<file path="src/rtl/serial_arbiter.sv">
// Two-master round-robin arbiter and access sequencer for the serial device.
// Latency: req seen at posedge N -> dev_enable cycle N..N+1, ack cycle N+1..N+2.
// Backpressure: requests wait through ACCESS/RESP; one access per 3 cycles. Optional lock: SERIAL_ARB_LOCK_EN.
module serial_arbiter #(
   parameter int ADDR_W = 32,
   parameter int DATA_W = 32
) (
   input  logic              clk,
   input  logic              _reset,
   input  logic [1:0]        req,
   input  logic              rw0,
   input  logic              rw1,
   input  logic [ADDR_W-1:0] addr0,
   input  logic [ADDR_W-1:0] addr1,
   input  logic [DATA_W-1:0] wdata0,
   input  logic [DATA_W-1:0] wdata1,
   input  logic [1:0]        lock,
   output logic [1:0]        ack,
   output logic [DATA_W-1:0] rdata,
   output logic [1:0]        grant,
   output logic              dev_enable,
   output logic              dev_rw,
   output logic [ADDR_W-1:0] dev_addr,
   output logic [DATA_W-1:0] dev_wdata,
   input  logic [DATA_W-1:0] dev_rdata
);

   typedef enum logic [1:0] {IDLE, ACCESS, RESP} state_t;

   state_t     state, state_nxt;
   logic [1:0] req_eff;
   logic       sel_idx;
   logic       win_idx;
   logic       last_served;

`ifdef SERIAL_ARB_LOCK_EN
   logic owner_vld;
   logic owner_idx;

   // While a port owns the lock, only its request is visible to arbitration.
   always_comb begin
      req_eff = req;
      if (owner_vld)
         req_eff = owner_idx ? (req & 2'b10) : (req & 2'b01);
   end

   // Lock ownership follows the lock bit sampled as each access completes.
   always_ff @(posedge clk or negedge _reset) begin
      if (!_reset) begin
         owner_vld <= 1'b0;
         owner_idx <= 1'b0;
      end else if (state == ACCESS) begin
         owner_vld <= lock[win_idx];
         owner_idx <= win_idx;
      end
   end
`else
   logic [1:0] unused_lock;

   // Lock inputs are present for port compatibility but have no effect.
   always_comb begin
      req_eff     = req;
      unused_lock = lock;
   end
`endif

   // Winner select: a lone requester wins, contention goes to the port not served last.
   always_comb begin
      sel_idx = 1'b0;
      case (req_eff)
         2'b01:   sel_idx = 1'b0;
         2'b10:   sel_idx = 1'b1;
         default: sel_idx = ~last_served;
      endcase
   end

   // State register.
   always_ff @(posedge clk or negedge _reset) begin
      if (!_reset) state <= IDLE;
      else         state <= state_nxt;
   end

   // Next state and state-decoded strobes.
   always_comb begin
      state_nxt  = state;
      dev_enable = 1'b0;
      ack        = 2'b00;
      case (state)
         IDLE:   if (req_eff != 2'b00) state_nxt = ACCESS;
         ACCESS: begin
            dev_enable = 1'b1;
            state_nxt  = RESP;
         end
         RESP:   begin
            ack       = grant;
            state_nxt = IDLE;
         end
         default: state_nxt = IDLE;
      endcase
   end

   // Capture the winner's request, return read data and track fairness history.
   always_ff @(posedge clk or negedge _reset) begin
      if (!_reset) begin
         grant       <= 2'b00;
         win_idx     <= 1'b0;
         last_served <= 1'b1;
         dev_rw      <= 1'b0;
         dev_addr    <= '0;
         dev_wdata   <= '0;
         rdata       <= '0;
      end else begin
         case (state)
            IDLE: if (req_eff != 2'b00) begin
               win_idx   <= sel_idx;
               grant     <= sel_idx ? 2'b10 : 2'b01;
               dev_rw    <= sel_idx ? rw1 : rw0;
               dev_addr  <= sel_idx ? addr1 : addr0;
               dev_wdata <= sel_idx ? wdata1 : wdata0;
            end
            ACCESS: begin
               if (!dev_rw) rdata <= dev_rdata;
               last_served <= win_idx;
            end
            RESP: grant <= 2'b00;
            default: grant <= 2'b00;
         endcase
      end
   end

endmodule

</file>
<file path="config.mk">
export PLATFORM = sky130hd
export DESIGN_NAME = serial_arbiter
export DESIGN_NICKNAME = d
export VERILOG_FILES = /design/src/rtl/serial_arbiter.sv
export SDC_FILE = /design/constraint.sdc
export NUM_CORES = 1
export LEC_CHECK = 0
export BUFFER_PORTS_ARGS = -buffer_cell sky130_fd_sc_hd__buf_2
export CAP_MARGIN = 20
export CELL_PAD_IN_SITES_DETAIL_PLACEMENT = 1
export CELL_PAD_IN_SITES_GLOBAL_PLACEMENT = 2
export CORE_MARGIN = 2
export CORE_UTILIZATION = 25
export CTS_CLUSTER_DIAMETER = 150
export DETAILED_ROUTE_END_ITERATION = 8
export GPL_TIMING_DRIVEN = 0
export HOLD_SLACK_MARGIN = 0.08
export PLACE_DENSITY_LB_ADDON = 0.08
export SYNTH_ARGS = -nofsm -noshare
export SYNTH_HDL_FRONTEND = slang
export SYNTH_SLANG_ARGS = --single-unit
</file>
<file path="constraint.sdc">
create_clock -name clk -period 1.6 [get_ports clk]
set_input_delay 0 -clock clk [delete_from_list [all_inputs] [get_ports clk]]
set_output_delay 0 -clock clk [all_outputs]
set_load 0.02 [all_outputs]
</file>
# [Word-level counts from Yosys, hierarchy flattened]
# Index checks and enable logic that the tools add are counted.
[totals] regBits=103 latchBits=0 mem_bits_rw=0 romBits=0 inputBits=168 out_inout_bits=102 wordCells=32 n_memories=0
[op_classes] add_sub_neg=0 n_mul=0 div=0 n_lt_le_gt_ge=0 n_eq_ne=5 shift=0 muxes=11 bitwise=3 reduce_logical=5
[ops] operator="$mux W32" n=2
[ops] operator="$mux W2" n=4
[ops] operator="$pmux W2 S2" n=2
[ops] operator="$reduce_and A2 Y1" n=3
[ops] operator="$eq A2 B1 Y1 const B" n=2
[ops] operator="$eq A2 B2 Y1 const B" n=2
[ops] operator="$not A1 Y1" n=3
[ops] operator="$logic_not A2 Y1" n=1
[ops] operator="$mux W1" n=2
[ops] operator="$ne A2 B2 Y1 const B" n=1
[ops] operator="$pmux W1 S2" n=1
[ops] operator="$reduce_bool A2 Y1" n=1

# [Longest topological paths before layout]
[logic_depth] depth_word=5 ltp_mapped=8 mapped_depth_nobuf=5

# [Worst setup path before layout]
# Ideal clock, no wire load.
[synth_timing] path_kind="reg-to-reg" startpoint="reg state[1]" endpoint="reg rdata[0]" arrival_time_ps=1387 t_required_ps=1475 slack_ps=88 path_stages_with_launch=6 n_path_buf=2 synth_period_minus_slack_ps=1512 cell_sequence="dfrtp_1 -> nor2b_4 -> nor2b_4 -> buf_6 -> buf_6 -> mux2_4"
[synth_between] elab_chain_len=2
[synth_rtl] item="start, declared" line="30" source="state_t state, state_nxt;"
[synth_rtl] item="start signal, assigned" line="80" source="else state <= state_nxt;"
[synth_rtl] item="$eq A2 B1 Y1" line="113" source="case (state)"
[synth_rtl] item="$reduce_and A2 Y1 (no line)"
[synth_rtl] item="end signal, assigned" line="122" source="if (!dev_rw) rdata <= dev_rdata;"
[synth_rtl] item="end, declared" line="19" source="output logic [DATA_W-1:0] rdata,"
# Every way passes these cells.
# A chain may end at the register's enable or synchronous reset.

# [Final worst setup path]
[layout_timing] startpoint="reg last_served" endpoint="reg dev_addr[28]"
[layout_between] elab_chain_len=3
[layout_rtl] item="start, declared" line="34" source="logic last_served;"
[layout_rtl] item="start signal, assigned" line="123" source="last_served <= win_idx;"
[layout_rtl] item="$not A1 Y1" line="73" source="default: sel_idx = ~last_served;"
[layout_rtl] item="$pmux W1 S2" line="70" source="case (req_eff)"
[layout_rtl] item="$mux W32" line="118" source="dev_addr <= sel_idx ? addr1 : addr0;"
[layout_rtl] item="end signal, assigned" line="118"
[layout_rtl] item="end, declared" line="23" source="output logic [ADDR_W-1:0] dev_addr,"
# Every way passes these cells.

==> flow_summary.yaml <==
logic_synthesis:
  synth-xor-area-share_pct: 0
  synth-seq-cells: 103
  synthAdderAreaFrac_pct: 0.7849
  yosysWarnings: 0
  synth_nets: 639
  netlist_area_um2: 4782
  yosys.area_share.simple_pct: 14.21
  yosysSeqAreaShare_pct: 53.92
  synth_edf_count: 0
  avgSynthCellArea_um2: 10.22
  netlist-cell-type-count: 21
  syn_inst: 468
  ys_async_sr_fraction_pct: 100.0
  yosysTopAreaCell: "dfrtp_1"
  synth_area_leaders: "dfrtp_1 53%, mux2_4 9.4%, a31oi_1 8.5%"
  synth_compound_area_share_pct: 15.80
  synth_mux_area_share_pct: 10.13
  synth_flop_cell: "dfrtp_1"
  ys_top_cells_by_count: "102 x dfrtp_1, 67 x nand3_1, 67 x nor2_1, 67 x o21ai_0, 65 x a31oi_1"
  synth_top_family_by_area: "compound AO/OA/AOI/OAI gates"
  synth_top_area_share_pct: 53.38
  synth_most_common_cell: "dfrtp_1"
finish:
  areaGrowthSynthToFinish_pct: 77.00
  regArea_um2: 2580
  num-nets-final: 1082
  multi_input_area_um2: 1963
  fill_cells: 2190
  drive_gt1_share_pct: 39.30
  postLayoutCellArea_um2: 8464
  postLayoutCoreUtil_pct: 45.10
pwr:
  power.total_mw: 14.73
  vdd_ir_drop_max_uv: 521.5
  power_density_nw_per_um2: 1740
  power.leakage_nw: 3.959
clock_network:
  clock_latency_ps: 350
  cts.htree.levels: 3
  cts_tree: "done"
  cts_inserted_buffers: 9
  cts-root-buf: "clkbuf_16"
  clock-sinks: 103
  clockBufferDepth: 2
  clkTransAtPathRegs_ps: 80
detailed_routing:
  drc: 0
  viasPerCell: 4.743
  firstDrtPassIters: 4
  wl_per_cell_um: 17.41
  ant_nets: 0
  vias: 5464
  drt-initial-drc-count: 132
  totalWireLength_um: 20060
global_route:
  grt_pass1_vias: 6011
  grt_pass1_wl_um: 31280
  grt_use_total_pct: 19.67
  antenna_found_initial: 0
  grt_max_degree: 57
  grt_remaining_overflow: 0
setup_path:
  critPathLaunchType: "flop"
  critPathMaxFanout: 10
  reg2reg_depth: 5
  endpoint_kind: "flop"
  r2r-start: "last_served"
  reg2reg_slack_ps: 30
  r2r_end: "dev_addr[28]"
  critPathKind: "flop to flop"
  arrival_ps: 1840
  required_ps: 1870
timing:
  slew_headroom_pct: 54.63
  setup_viol: 0
  hold_violations: 0
  rsz0062_at_grt: "yes"
  fin_worst_skew_ps: 9.208
  fin_crit_sh_pct: 98.32
  tightest_slew_ps: 680.5
  fin_crit_ps: 1573
  slew_viol_final: 0
  max_freq_mhz: 635.7
  finalSetupTns_ps: 0
placed_design:
  io_buffers: 267
  dpl.hpwl_um: 13410
  post_dp_cell_area_um2: 6441
  gp_congestion: 0.7545
run_status:
  outcome: "finished, final reports clean"
floorplanning:
  die_height_um: 142.3
  ios: 270
  dieArea_um2: 20250
  initial_utilization_pct: 25.48
  row_count: 50
  die_width_um: 142.3
  fp.coreArea_um2: 18770
min_path:
  min_from: "req[1]"
  whs_path_depth: 4
  hold_path_class: "primary input to flop"
  hold_end: "grant[0]"
job:
  max-cap-violations: 0
-- worst max path at each step --
stage | to | slack (ps) | cells after the start | start
global route | grant[0] | -50 | 5 | last_served
detailed placement | dev_addr[24] | -380 | 4 | state[1]
CTS | dev_wdata[19] | 2 | 5 | last_served
global placement | dev_wdata[26] | -810 | 1 | _reset
finish | dev_addr[28] | 30 | 5 | last_served
floorplan | rdata[0] | 90 | 5 | state[1]
-- registers in the layout (all words and copies together) (netlist names) --
register,count
grant,2
dev_rw,1
rdata,32
win_idx,1
dev_wdata,32
state,2
dev_addr,32
last_served,1
-- critical path: stages, from the launching register on --
cell      delay [ps]
dfstp_2          540
nor2b_1          200
buf_6            190
clkbuf_4         210
o21ai_0          120
a31oi_1          220
-- through the flow --
stage / setup WS [ps] / instances / hold WS [ps]
finish: 26.82 / 1152 / 144.6
global route: -53.18 / 1150 / 179.0
CTS: 1.795 / 1150 / 126.4
detailed placement: -375.9 / 970 / 92.28
global placement: -808.0 / 969 / 233.8
floorplan: 87.65 / 468 / -295.6
-- cells in the final DEF (no fill, tap or decap), types with 9 or more instances in the layout --
cell type / Yosys / layout
buf_2: 14 / 273
dlygate4sd3_1: 0 / 163
dfrtp_1: 102 / 101
nor2_1: 67 / 67
o21ai_0: 67 / 67
nand3_1: 67 / 67
a31oi_1: 65 / 65
mux2_4: 30 / 30
clkbuf_4: 0 / 11
clkbuf_2: 0 / 11
clkbuf_1: 26 / 10
clkbuf_16: 0 / 9
-- what timing repair did --
item | in CTS | in global routing
hold buffers | 163 | 0
endpoints found under the hold margin | 144 | 0
pin swaps | 1 | 0
resized for setup | 13 | 29
buffers inserted | 1 | 0
endpoints found under the setup margin | 67 | 91
-- metal layers --
| metal | track usage, % | up-vias | wire length, µm |
|---|---|---|---|
| met3 | 4.004 | 18 | 1072 |
| met4 | 6.566 | 0 | 329 |
| met1 | 23.37 | 2703 | 8561 |
| li1 | - | 2568 | - |
| met5 | 0 | - | 0 |
| met2 | 35.44 | 175 | 10090 |
-- final cells by class --
type	instances	area share, %
Multi-Input combinational cell	315	23.19
Buffer	47	3.415
Timing Repair Buffer	432	35.65
Clock buffer	9	2.661
Inverter	3	0.1330
Antenna cell	2	0.05913
Tap cell	234	3.459
Clock inverter	7	0.9460
Sequential cell	103	30.48
-- where the power goes --
group / total (mW) / internal (mW) / switching [mW]
Clock: 2.35 / 1.24 / 1.11
Sequential: 4.70 / 3.95 / 0.747
Combinational: 7.68 / 3.17 / 4.51
Total: 14.7 / 8.36 / 6.37
-- cell families after synthesis --
group / after synthesis
buf+inv: 50
mux: 33
simple gates: 145
compound gates: 134
fa+ha+maj: 3
flops: 103
Note: power is estimated with default switching activity, not from simulation.
